==> config.mk <==
export PLATFORM = sky130hd
export DESIGN_NAME = ifetch_stage
export DESIGN_NICKNAME = d
export VERILOG_FILES = /design/src/rtl/ifetch_pkg.sv /design/src/rtl/ifetch_skid.sv /design/src/rtl/ifetch_stage.sv
export SDC_FILE = /design/constraint.sdc
export NUM_CORES = 1
export LEC_CHECK = 0
export CAP_MARGIN = 0
export CORE_MARGIN = 3
export CORE_UTILIZATION = 35
export DETAILED_ROUTE_END_ITERATION = 7
export GPL_ROUTABILITY_DRIVEN = 0
export MAX_ROUTING_LAYER = met4
export PLACE_DENSITY = 0.61
export SLEW_MARGIN = 20
export SYNTH_ARGS = -nofsm -noshare
export SYNTH_HDL_FRONTEND = slang
export SYNTH_SLANG_ARGS = --single-unit
==> constraint.sdc <==
create_clock -name clk -period 5.1 [get_ports clk]
set_input_delay 1.02 -clock clk [delete_from_list [all_inputs] [get_ports clk]]
set_output_delay 1.02 -clock clk [all_outputs]
set_load 0.02 [all_outputs]
==> src/rtl/ifetch_pkg.sv <==
// rtl/ifetch_pkg.sv - shared constants and FSM encoding for the instruction-fetch stage
package ifetch_pkg;

    localparam logic [31:0] IFETCH_RESET_PC = 32'h0000_3000;
    localparam logic [31:0] NOP_INSTR       = 32'h0000_0000;
    localparam int          PERF_W          = 32;

    typedef enum logic {
        RUN  = 1'b0,
        HALT = 1'b1
    } fetch_state_t;

endpackage

==> src/rtl/ifetch_skid.sv <==
// rtl/ifetch_skid.sv - one-entry {valid, instr, pc} holding register for fetch responses
module ifetch_skid #(
    parameter int ADDR_W = 32
) (
    input  logic              clk,
    input  logic              rst,
    input  logic              clear,
    input  logic              load,
    input  logic [31:0]       load_instr,
    input  logic [ADDR_W-1:0] load_pc,
    input  logic              consume,
    output logic              valid,
    output logic [31:0]       instr,
    output logic [ADDR_W-1:0] pc
);

    // load wins over consume so a refill in the same cycle keeps the entry valid
    always_ff @(posedge clk) begin
        if (rst || clear) begin
            valid <= 1'b0;
            instr <= 32'h0;
            pc    <= '0;
        end else if (load) begin
            valid <= 1'b1;
            instr <= load_instr;
            pc    <= load_pc;
        end else if (consume) begin
            valid <= 1'b0;
        end
    end

endmodule

==> src/rtl/ifetch_stage.sv <==
// rtl/ifetch_stage.sv - MIPS32 fetch stage and IF/ID register; IFETCH_PERF_CNT_EN adds perf counters
module ifetch_stage
    import ifetch_pkg::*;
#(
    parameter logic [31:0] RESET_PC = IFETCH_RESET_PC,
    parameter int          ADDR_W   = 32
) (
    input  logic              clk,
    input  logic              rst,
    output logic              imem_en,
    output logic [ADDR_W-1:0] imem_addr,
    input  logic [31:0]       imem_rdata,
    input  logic              stall,
    input  logic              flush,
    input  logic              redirect_en,
    input  logic [ADDR_W-1:0] redirect_pc,
    input  logic              halt_req,
    output logic              id_valid,
    output logic [31:0]       id_instr,
    output logic [ADDR_W-1:0] id_pc,
    output logic [ADDR_W-1:0] id_pc4,
`ifdef IFETCH_PERF_CNT_EN
    output logic [PERF_W-1:0] perf_fetch_cnt,
    output logic [PERF_W-1:0] perf_stall_cnt,
`endif
    output logic              halted
);

    fetch_state_t      state_q, state_d;
    logic [ADDR_W-1:0] pc_f, pc_d;
    logic              inflight, inflight_d;
    logic [ADDR_W-1:0] pc_inflight;
    logic              idv_d;
    logic [31:0]       idi_d;
    logic [ADDR_W-1:0] idp_d;
    logic              id_load;
    logic              skid_load, skid_consume, skid_clear;
    logic              skid_valid;
    logic [31:0]       skid_instr;
    logic [ADDR_W-1:0] skid_pc;

    assign imem_addr = pc_f;
    assign imem_en   = (state_q == RUN) && (!stall || redirect_en);
    assign halted    = (state_q == HALT);

    ifetch_skid #(.ADDR_W(ADDR_W)) u_skid (
        .clk        (clk),
        .rst        (rst),
        .clear      (skid_clear),
        .load       (skid_load),
        .load_instr (imem_rdata),
        .load_pc    (pc_inflight),
        .consume    (skid_consume),
        .valid      (skid_valid),
        .instr      (skid_instr),
        .pc         (skid_pc)
    );

    always_comb begin
        state_d      = state_q;
        pc_d         = pc_f;
        inflight_d   = 1'b0;
        idv_d        = id_valid;
        idi_d        = id_instr;
        idp_d        = id_pc;
        id_load      = 1'b0;
        skid_load    = 1'b0;
        skid_consume = 1'b0;
        skid_clear   = 1'b0;
        if (state_q == HALT || halt_req) begin
            state_d    = HALT;
            idv_d      = 1'b0;
            idi_d      = NOP_INSTR;
            skid_clear = 1'b1;
        end else if (redirect_en) begin
            // the request issued alongside a redirect is wrong-path, so it is never marked inflight
            pc_d       = redirect_pc & ~ADDR_W'(3);
            skid_clear = 1'b1;
            if (flush || !stall) begin
                idv_d = 1'b0;
                idi_d = NOP_INSTR;
            end
        end else if (stall) begin
            skid_load = inflight;
            if (flush) begin
                idv_d = 1'b0;
                idi_d = NOP_INSTR;
            end
        end else begin
            pc_d       = pc_f + ADDR_W'(4);
            inflight_d = 1'b1;
            if (skid_valid) begin
                idv_d        = 1'b1;
                idi_d        = skid_instr;
                idp_d        = skid_pc;
                skid_consume = 1'b1;
                skid_load    = inflight;
            end else if (inflight) begin
                idv_d = 1'b1;
                idi_d = imem_rdata;
                idp_d = pc_inflight;
            end else begin
                idv_d = 1'b0;
                idi_d = NOP_INSTR;
            end
            id_load = idv_d && !flush;
            if (flush) begin
                idv_d = 1'b0;
                idi_d = NOP_INSTR;
            end
        end
    end

    always_ff @(posedge clk) begin
        if (rst) begin
            state_q     <= RUN;
            pc_f        <= ADDR_W'(RESET_PC);
            inflight    <= 1'b0;
            pc_inflight <= '0;
            id_valid    <= 1'b0;
            id_instr    <= NOP_INSTR;
            id_pc       <= '0;
            id_pc4      <= '0;
        end else begin
            state_q     <= state_d;
            pc_f        <= pc_d;
            inflight    <= inflight_d;
            pc_inflight <= pc_f;
            id_valid    <= idv_d;
            id_instr    <= idi_d;
            id_pc       <= idp_d;
            id_pc4      <= idp_d + ADDR_W'(4);
        end
    end

`ifdef IFETCH_PERF_CNT_EN
    always_ff @(posedge clk) begin
        if (rst) begin
            perf_fetch_cnt <= '0;
            perf_stall_cnt <= '0;
        end else if (state_q == RUN) begin
            if (id_load && perf_fetch_cnt != {PERF_W{1'b1}})
                perf_fetch_cnt <= perf_fetch_cnt + 1'b1;
            if (stall && perf_stall_cnt != {PERF_W{1'b1}})
                perf_stall_cnt <= perf_stall_cnt + 1'b1;
        end
    end
`endif

endmodule

=== Word-level counts from Yosys, hierarchy flattened ===
Cells that the tools add are included.

* Add/sub/neg operators: 2
* Equal/unequal tests: 3
* Muxes and demuxes: 34
* Bitwise operators: 2
* Reduce and logical (&&, ||, !) cells: 11

{| class="wikitable"
|+ Operators by type and width
! cell !! number
|-
| $mux W32 || 14
|-
| $add A32 B3 Y32 const B || 2
|-
| $mux W1 || 20
|-
| $logic_or A1 B1 Y1 || 4
|-
| $ne A2 B1 Y1 const B || 2
|-
| $reduce_and A2 Y1 || 2
|-
| $ne A3 B1 Y1 const B || 1
|-
| $reduce_or A3 Y1 || 1
|-
| $not A1 Y1 || 2
|-
| $reduce_bool A2 Y1 || 1
|-
| $reduce_or A2 Y1 || 1
|-
| $logic_and A1 B1 Y1 || 1
|-
| $logic_not A1 Y1 || 1
|}

* Bits in registers: 228
* Bits of input ports: 70
* Output and inout bits: 131
* Logic and storage cells: 63

=== Logic depth before layout (Yosys ltp) ===
Gate-level depths: netlist of run 1.

* Depth after elaboration: 6
* Gate-level depth with buffers: 14

=== Modules after synthesis ===
A second synthesis of run 1 with hierarchy kept.

* Cells, all modules: 1,106
* Area total of the unflattened synthesis: 9,547.9 um^2

{| class="wikitable"
|+ Modules (own cells, without submodules)
! module !! instances !! cells an instance !! area an instance (um^2) !! sequential area each (um^2)
|-
| ifetch_stage || 1 || 895 || 7,229.4 || 3,143.0
|-
| ifetch_skid || 1 || 211 || 2,318.5 || 1,301.2
|}

=== Least setup slack after synthesis of run 1 ===
Ideal clock, no wire load.

* Kind: input to register
* Start point: input redirect_en
* End point: register id_pc4[29]
* Setup time: 0.123 ns
* Arrival time: 3.434 ns
* Slack: 1.542 ns
* Cell stages on the path: 11
* Buffers on the path: 4
* Cell sequence: buf_4 -> nor4_4 -> buf_6 -> nand4b_1 -> and3_1 -> buf_2 -> or4_4 -> and4b_1 -> buf_4 -> and3_1 -> mux2_1

* Longest elaborated chain between the ends: 3

{| class="wikitable"
|+ RTL lines
! item !! line !! text
|-
| from (decl) || ifetch_stage.sv:15 || <nowiki>input logic redirect_en,</nowiki>
|-
| $mux W32 || ifetch_stage.sv:75 || <nowiki>end else if (redirect_en) begin</nowiki>
|-
| $mux W32 || ifetch_stage.sv:70 || <nowiki>if (state_q == HALT || halt_req) begin</nowiki>
|-
| $add A32 B3 Y32 || ifetch_stage.sv:132 || <nowiki>id_pc4 <= idp_d + ADDR_W'(4);</nowiki>
|-
| to (signal assigned) || ifetch_stage.sv:132 ||
|-
| to (decl) || ifetch_stage.sv:21 || <nowiki>output logic [ADDR_W-1:0] id_pc4,</nowiki>
|}

No other way between the ends.
A chain may end at the register's enable or synchronous reset.

=== Worst setup path in the final report of run 1 ===
* Start point: input stall
* End point: register id_pc4[29]

* Longest elaborated chain between the ends: 4

{| class="wikitable"
|+ RTL lines
! item !! line !! text
|-
| from (decl) || ifetch_stage.sv:13 || <nowiki>input logic stall,</nowiki>
|-
| $mux W32 || ifetch_stage.sv:83 || <nowiki>end else if (stall) begin</nowiki>
|-
| $mux W32 || ifetch_stage.sv:75 ||
|-
| $mux W32 || ifetch_stage.sv:70 ||
|-
| $add A32 B3 Y32 || ifetch_stage.sv:132 ||
|}

No other way between the ends.

==> results of run 1 <==
final cells by class:
type                       instances  area [um^2]  area share (%)
tap                              341          427            3.41
clock inverter                    12          119           0.949
multi-input combinational        872         4750            37.9
sequential                       218         4370            34.9
timing repair buffer             214         2100            16.8
clock buffer                      33          696            5.55
inverter                          17         63.8           0.509
metal layers:
layer | vias to the layer above | global-route usage [%] | share of wire (%)
li1 | 4478 | - | -
met1 | 4218 | 27.1 | 47
met2 | 315 | 29.3 | 43
met3 | 43 | 3.45 | 7.3
met4 | 0 | 4.51 | 2.3
met5 | - | - | 0
registers in the layout, summed over array words and instances, names as in the netlist:
name          flops
id_pc            30
u_skid.pc        30
u_skid.valid      1
u_skid.instr     32
pc_inflight      30
imem_addr        30
id_instr         32
inflight          1
id_pc4           30
id_valid          1
halted            1
metrics by stage:
stage,worst slack (ps),util [%]
2_1_floorplan,1540,-
3_3_place_gp,573,43.5
3_5_place_dp,545,43.5
4_1_cts,1060,46.5
5_1_grt,876,46.5
6_report,1050,46.5
critical path: stages:
cell and delay, ps:
clkdlybuf4s50_1 580, or4_1 810, nand2b_1 160, o221ai_1 270
nor4_4 640, and2_1 390, and3_1 230, mux2_1 320
cells in the mapped netlist (4+ instances only):
cell type  count
nor4_4         4
dfxtp_1      218
nand4_1       12
mux2_2         4
a21oi_1      105
xnor2_1       11
nor2_1       133
buf_1          5
a32oi_1       19
nand3_1       30
a21o_1         6
o21ai_0       54
nand4b_1      20
inv_1         17
a22oi_1       37
buf_6          5
nor2b_1       34
a211oi_1       9
clkbuf_1      79
nor3_1        18
or3_1          4
and2_1         4
o22ai_1        4
a31o_2         4
nor4_1         6
buf_4         10
nand2_1      234
nand2b_1      18
and3_1        29
buf_2          7
a31oi_1       14
kinds of logic (layout without fill, tap and decap cells):
| logic type | after synthesis | count (layout) |
|---|---|---|
| AO/OA/AOI/OAI | 282 | 282 |
| XOR/XNOR | 11 | 11 |
| adder cells (fa/ha/maj) | 2 | 2 |
| buffers and inverters | 124 | 276 |
| flip-flops | 218 | 218 |
| multiplexers | 9 | 9 |
| other | 1 | 6 |
| AND/OR/NAND/NOR | 562 | 562 |
power by group through the flow:
stage / registers [mW] / clock network, mW / logic, mW
after floorplan: 1.80 / 0 / 0.127
after global placement: 1.79 / 0 / 0.267
after detailed placement: 1.79 / 0 / 0.267
after CTS: 1.76 / 1.80 / 0.269
after global routing: 1.76 / 1.87 / 0.290
final: 1.76 / 1.76 / 0.269
final timing paths:
| kind | startpoint | end | cells after the start |
|---|---|---|---|
| max | stall | id_pc4[29] | 8 |
| min | u_skid.pc[5] | u_skid.pc[5] | 2 |
| max reg2reg | halted | id_pc4[29] | 7 |
| min reg2reg | u_skid.pc[5] | u_skid.pc[5] | 2 |
==> impl_metrics.yaml, run 1 <==
place:
  hpwl_um: 19200
  portBuffers: 192
  place_area_um2: 11700
  place_inst: 1662
timing:
  hold_viol_final: 0
  period_minus_slack_ps: 4050
  fin_worst_skew_ps: 9.81
  tns_ps: 0
  relSlewSlack_pct: 37.0
  max_freq_ghz: 0.247
  fin_crit_sh_pct: 79.3
  slew_violations: 0
  tightest_slew_ps: 946
  hold-worst-slack_ps: 447
  setup_violations: 0
  rsz0062_at_grt: "false"
cts:
  cts_made_buffers: 25
  post_cts_resized: 0
  holdBufCountCts: 0
  cts_tree: "yes"
  clockBufferDepth: 3
  cts_max_level: 1
  clk_latency_ps: 500
  clkSinkCount: 218
  cts-root-buf: "clkbuf_16"
  post-cts-setup-buffers: 0
  path_clk_slew_ps: 60
floorplanning:
  ios: 201
  initial_core_util_pct: 35.7
  core_area_um2: 27000
  die_y_um: 172
  rows: 60
  dieArea_um2: 29500
  die_x_um: 172
logic_synthesis:
  synth_compound_area_share_pct: 18.5
  synth_fa_ha_area_share_pct: 0.260
  synth_seq_cells: 218
  synthXorXnorAreaFrac_pct: 1.00
  synth_enable_flop_cells: 0
  synth_top_area_share_pct: 45.4
  netlist_top_cells_area: "dfxtp_1 45%, nand2_1 9.1%, a21oi_1 5.5%, nor2_1 5.2%, clkbuf_1 3.1%"
  synthSimpleGateAreaFrac_pct: 28.0
  yosysSeqAreaShare_pct: 45.4
  synth_top_family_by_area: "simple AND/OR/NAND/NOR gates"
  synth_area_per_cell_um2: 7.96
  async_reset_ff_share_pct: 0
  synth_cell_type_count: 65
  synth_top_area_cell: "dfxtp_1"
  syn_area_um2: 9620
  muxShareOfSynthArea_pct: 1.03
  ys.flop_type: "dfxtp_1"
  yosys_warnings: 0
  synthCells: 1209
routing:
  ant_nets: 0
  drt-wirelength-per-cell_um: 17.0
  first_pass_iters: 5
  drt_iter0_drc: 689
  viasPerCell: 5.30
  drc_errors: 0
  wl_um: 28900
  via_count: 9054
pwr:
  p_clk_share_pct: 46.4
  seqPwrFrac_pct: 46.5
  combinationalPowerShare_pct: 7.1
  p_leak_nw: 4.16
  swShare_pct: 23.3
  pwr_density_cell_nw_per_um2: 302
  switchingPower_uw: 880
  vdd_drop_max_mv: 0.201
  intPower_mw: 2.90
  power_mw: 3.78
global_route:
  grt_max_degree: 87
  grt_pass1_wl_um: 45700
  grt_pass1_vias: 8466
  grt_usage_pct: 19.4
  overflow: 0
  grt_antenna_before_repair: 0
cells_and_area:
  drive_gt1_share_pct: 6.95
  layout-area-overhead-vs-synth_pct: 30.2
  layout_common_cells: "234 x nand2_1, 216 x dfxtp_1, 190 x clkdlybuf4s50_1, 132 x nor2_1, 105 x a21oi_1"
  finalInstanceArea_um2: 12500
  finalNetCount: 1420
  finalNonFillerCells: 1707
  fillers: 2643
  final_common_cell: "nand2_1"
  diodes: 0
worst_hold_path:
  min_path_type: "register to register"
worst_setup_path:
  timing.setup.critical_path_class: "input port to register"
  cp.arrival_ps: 4430
  start_kind: "input port"
  end_kind: "register"
  ff2ff_setup_slack_ps: 1800
  required_ps: 5490
  worstPathMaxFanout: 10
run_status:
  status: "finished, final reports clean"
run:
  maxCapViolations: 0
Power figures use the tool's default switching activity.
==> inputs of run 2 (changes only) <==
==> constraint.sdc (replaced) <==
create_clock -name clk -period 4.19 [get_ports clk]
set_input_delay 0.838 -clock clk [delete_from_list [all_inputs] [get_ports clk]]
set_output_delay 0.838 -clock clk [all_outputs]
set_load 0.02 [all_outputs]
==> run 2 against run 1 <==
Via count rose by 1.4%. Design area up 3.6%. Die area is the same. Largest power group is now the clock network. Count of clock-buffer cells in the layout fell by 2. Combinational power rose by 25%. Critical path type unchanged. Cell count increased by 3.2%. Non-clock buffer count grew 55. Utilization increased by 1.7 points. Clock skew increased by 4.3 ps. First-iteration DRC count grew 5.2%. Register-to-register slack worse by 740 ps. Routed wire length up 1.1%.
==> impl_metrics.yaml, run 2 (synthesized netlist as in run 1, its figures left out) <==
worst_setup_path:
  cp_cell_sequence: "clkdlybuf4s50_1 -> nor4_4 -> buf_12 -> buf_4 -> mux2_2 -> o21ai_0 -> nor4_4 -> and4b_1 -> and3_1 -> mux2_1"
  cp.arrival_ps: 4080
  crit_path_frequent_cell: "nor4_4"
  path_buf_inv: 3
  ff2ff_setup_slack_ps: 1060
  worstPathMaxFanout: 28
  required_ps: 4580
  start_kind: "input port"
  crit_slowest_cell: "clkdlybuf4s50_1"
  end_kind: "register"
  cp_top_family: "simple AND/OR/NAND/NOR gates"
  timing.setup.critical_path_class: "input port to register"
  slowest_delay_ps: 600
pwr:
  power_mw: 4.73
  pwr_density_cell_nw_per_um2: 365
  p_leak_nw: 4.41
  vdd_drop_max_mv: 0.229
timing:
  hold_viol_final: 0
  fin_worst_skew_ps: 14.1
  slew_violations: 0
  hold-worst-slack_ps: 445
  tns_ps: 0
  rsz0062_at_grt: "false"
  tightest_slew_ps: 970
  relSlewSlack_pct: 35.3
  fin_crit_sh_pct: 87.9
  max_freq_ghz: 0.271
  period_minus_slack_ps: 3680
  setup_violations: 0
cells_and_area:
  finalNonFillerCells: 1762
  top_regs: "id_instr (32), u_skid.instr (32)"
  finalNetCount: 1475
  layout-area-overhead-vs-synth_pct: 34.9
  drive_gt1_share_pct: 10.6
  layout_common_cells: "234 x nand2_1, 216 x dfxtp_1, 190 x clkdlybuf4s50_1, 132 x nor2_1, 105 x a21oi_1"
  final_common_cell: "nand2_1"
  diodes: 0
cts:
  cts_tree: "yes"
  holdBufCountCts: 0
  clk_latency_ps: 520
  path_clk_slew_ps: 60
  cts-root-buf: "clkbuf_16"
  cts_made_buffers: 25
  clkSinkCount: 218
  post_cts_resized: 0
  clockBufferDepth: 3
  cts_max_level: 1
  post-cts-setup-buffers: 0
routing:
  drc_errors: 0
  wl_um: 29300
  ant_nets: 0
  drt_iter0_drc: 725
  viasPerCell: 5.21
  via_count: 9183
  drt-wirelength-per-cell_um: 16.6
  first_pass_iters: 6
place:
  place_inst: 1717
  hpwl_um: 19600
  portBuffers: 192
floorplanning:
  die_x_um: 172
  core_area_um2: 27000
  rows: 60
  initial_core_util_pct: 35.7
  die_y_um: 172
  dieArea_um2: 29500
  ios: 201
global_route:
  grt_usage_pct: 19.3
  grt_antenna_before_repair: 0
  grt_pass1_wl_um: 45400
  grt_max_degree: 67
  grt_pass1_vias: 8409
  overflow: 0
worst_hold_path:
  min_path_type: "register to register"
run:
  maxCapViolations: 0
run_status:
  status: "finished, final reports clean"
-- run 2: cell types whose count changed in the layout (fill, tap and decap cells not counted), sizes merged --
cell      before  now
bufinv         2    4
clkinvlp       2    4
clkbuf        33   31
buf           24   79
clkinv         8    4
inv           17   19
-- run 2: cell type report --
class                           count  area, um^2
Multi-Input combinational cell    872        4750
Inverter                           17        63.8
Timing Repair Buffer              269        2520
Clock inverter                     14         185
Clock buffer                       31         668
Fill cell                        2594       14000
Tap cell                          341         427
Sequential cell                   218        4370
-- run 2: stage by stage --
step                setup slack [ps]  util [%]  area [um^2]
global route                     319      48.1        13000
detailed placement              7.14      45.0        12100
floorplan                        814         -         9640
CTS                              527      48.1        13000
global placement                34.2      45.0        12100
finish                           505      48.1        13000
-- run 2: path summary, 6_finish.rpt --
check | end | start | depth (start not counted)
hold / removal | u_skid.pc[25] | pc_inflight[25] | 2
setup reg to reg | id_pc4[29] | halted | 9
hold reg to reg | u_skid.pc[25] | pc_inflight[25] | 2
setup / recovery | id_pc4[29] | stall | 10
-- run 2: power breakdown --
group | internal, mW | switching [mW]
Combinational | 0.151 | 0.184
Sequential | 2.10 | 0.0388
Clock | 1.38 | 0.876
Total | 3.64 | 1.10
-- run 2: metal layers --
metal / up-vias / wire, um / part of all wire (%) / GRT usage [%]
met4: 0 / 522 / 1.8 / 4.27
met3: 38 / 2460 / 8.4 / 4.02
met5: - / 0 / 0 / -
li1: 4568 / - / - / -
met1: 4234 / 13700 / 47 / 27.3
met2: 343 / 12600 / 43 / 28.6
-- run 2: worst min-delay path: stages (launching register included) --
cell,delay [ps]
dfxtp_1,310
nand2_1,50
a21oi_1,50
==> inputs of run 3 (changes only) <==
--- a/config.mk
+++ b/config.mk
@@ -7,11 +7,11 @@
 export LEC_CHECK = 0
 export CAP_MARGIN = 0
 export CORE_MARGIN = 3
-export CORE_UTILIZATION = 35
+export CORE_UTILIZATION = 40
 export DETAILED_ROUTE_END_ITERATION = 7
 export GPL_ROUTABILITY_DRIVEN = 0
 export MAX_ROUTING_LAYER = met4
-export PLACE_DENSITY = 0.61
+export PLACE_DENSITY = 0.68
 export SLEW_MARGIN = 20
 export SYNTH_ARGS = -nofsm -noshare
 export SYNTH_HDL_FRONTEND = slang
==> run 3 against run 2 <==
Non-clock buffer count down 33. Critical path type unchanged. Register-to-register slack about the same. Via count down 1.0%. Highest routed layer unchanged. Utilization up 6.0 points. Routed wire length down 2.1%. Design area down 1.8%.
==> impl_metrics.yaml, run 3 (synthesized netlist as in run 1, its figures left out) <==
cells_and_area:
  drive_gt1_share_pct: 8.30
  finalInstanceArea_um2: 12700
  layout-area-overhead-vs-synth_pct: 32.4
  finalNetCount: 1441
  layout_common_cells: "234 x nand2_1, 216 x dfxtp_1, 190 x clkdlybuf4s50_1, 132 x nor2_1, 105 x a21oi_1"
  final_common_cell: "nand2_1"
  top_regs: "id_instr (32), u_skid.instr (32)"
  diodes: 0
routing:
  first_pass_iters: 5
  wl_um: 28600
  via_count: 9091
  drt-wirelength-per-cell_um: 16.8
  drt_iter0_drc: 776
  ant_nets: 0
  drc_errors: 0
  viasPerCell: 5.33
timing:
  hold_viol_final: 0
  period_minus_slack_ps: 3600
  tns_ps: 0
  setup_violations: 0
  relSlewSlack_pct: 36.6
  rsz0062_at_grt: "false"
  hold-worst-slack_ps: 449
  fin_crit_sh_pct: 86.0
  slew_violations: 0
  max_freq_ghz: 0.277
  fin_ws_ps: 585
  tightest_slew_ps: 951
  fin_worst_skew_ps: 11.8
global_route:
  overflow: 0
  grt_pass1_wl_um: 46500
  grt_max_degree: 66
  grt_antenna_before_repair: 0
  grt_pass1_vias: 8762
  grt_usage_pct: 22.2
cts:
  post-cts-setup-buffers: 0
  cts_max_level: 1
  cts_tree: "yes"
  clk_latency_ps: 510
  clockBufferDepth: 3
  holdBufCountCts: 0
  post_cts_resized: 0
  path_clk_slew_ps: 60
  cts-root-buf: "clkbuf_16"
  cts_made_buffers: 24
  clkSinkCount: 218
worst_setup_path:
  slowest_delay_ps: 570
  start_kind: "input port"
  cp_cell_sequence: "clkdlybuf4s50_1 -> nor4_4 -> buf_12 -> a32oi_1 -> and3_1 -> or4_4 -> nand4b_4 -> nor4_1 -> mux2_1"
  end_kind: "register"
  worstPathMaxFanout: 33
  required_ps: 4590
  ff2ff_setup_slack_ps: 1050
  rr_worst_depth: 8
  r2r-start: "halted"
  crit_slowest_cell: "or4_4"
  cp.arrival_ps: 4000
  timing.setup.critical_path_class: "input port to register"
  r2r_end: "id_pc4[31]"
floorplanning:
  dieArea_um2: 26000
  die_x_um: 161
  ios: 201
  rows: 56
  die_y_um: 161
  initial_core_util_pct: 40.9
  core_area_um2: 23500
worst_hold_path:
  holdPathStages: 2
  min_path_type: "register to register"
  min_from: "pc_inflight[19]"
  min_to: "u_skid.pc[19]"
place:
  portBuffers: 192
  hpwl_um: 19000
  place_ws_ps: 79.5
  place_area_um2: 11900
pwr:
  p_leak_nw: 4.29
  pwr_density_cell_nw_per_um2: 371
  vdd_drop_max_mv: 0.263
  power_mw: 4.72
run_status:
  status: "finished, final reports clean"
run:
  maxCapViolations: 0
[run 3: changes by cell type in the layout (fill, tap and decap cells not counted)]
| cell | delta |
|---|---|
| inv_6 | -1 |
| buf_4 | -36 |
| buf_12 | +3 |
| clkinv_2 | +1 |
| clkbuf_8 | +3 |
| clkinvlp_4 | -4 |
| inv_4 | -1 |
[run 3: how the worst max path moves through the flow]
| stage | startpoint | slack, ps | endpoint |
|---|---|---|---|
| 5_1_grt | stall | 460 | id_pc4[31] |
| 3_3_place_gp | stall | 170 | id_pc4[31] |
| 4_1_cts | stall | 620 | id_pc4[31] |
| 6_report | stall | 590 | id_pc4[31] |
| 2_1_floorplan | redirect_en | 810 | id_pc4[29] |
| 3_5_place_dp | stall | 80 | id_pc4[31] |
[run 3: critical path, delay by kind of cell]
family	cells	cell delay, ps
AOI/OAI and AO/OA	1	110
buffers and inverters	2	780
muxes	1	360
and+or+nand+nor	5	1900
[run 3: area by class of cell]
| class | count | area [um^2] |
|---|---|---|
| multi-input cells | 872 | 4750 |
| flip-flops and latches | 218 | 4370 |
| clock inverters | 9 | 145 |
| clock buffers | 34 | 709 |
| inverters | 17 | 63.8 |
| repair buffers | 236 | 2310 |
| well taps | 319 | 399 |
| fillers | 2213 | 10800 |
[run 3: stage by stage]
step,utilization [%],cells
global route,54.1,1705
global placement,50.5,1662
CTS,54.1,1705
detailed placement,50.5,1662
finish,54.1,1705
floorplan,-,1214
[run 3: where the power goes]
part	total, mW	switching, mW	internal [mW]
Combinational	0.333	0.184	0.149
Clock	2.25	0.828	1.42
Sequential	2.14	0.0382	2.10
Total	4.72	1.05	3.67
[run 3: metal layers]
metal / part of all wire [%] / routed length, um / vias up / global-route usage (%)
li1: - / - / 4497 / -
met1: 45 / 12900 / 4195 / 29.9
met2: 45 / 12900 / 360 / 34.7
met3: 7.9 / 2260 / 39 / 4.44
met4: 1.7 / 498 / 0 / 4.93
met5: 0 / 0 / - / -
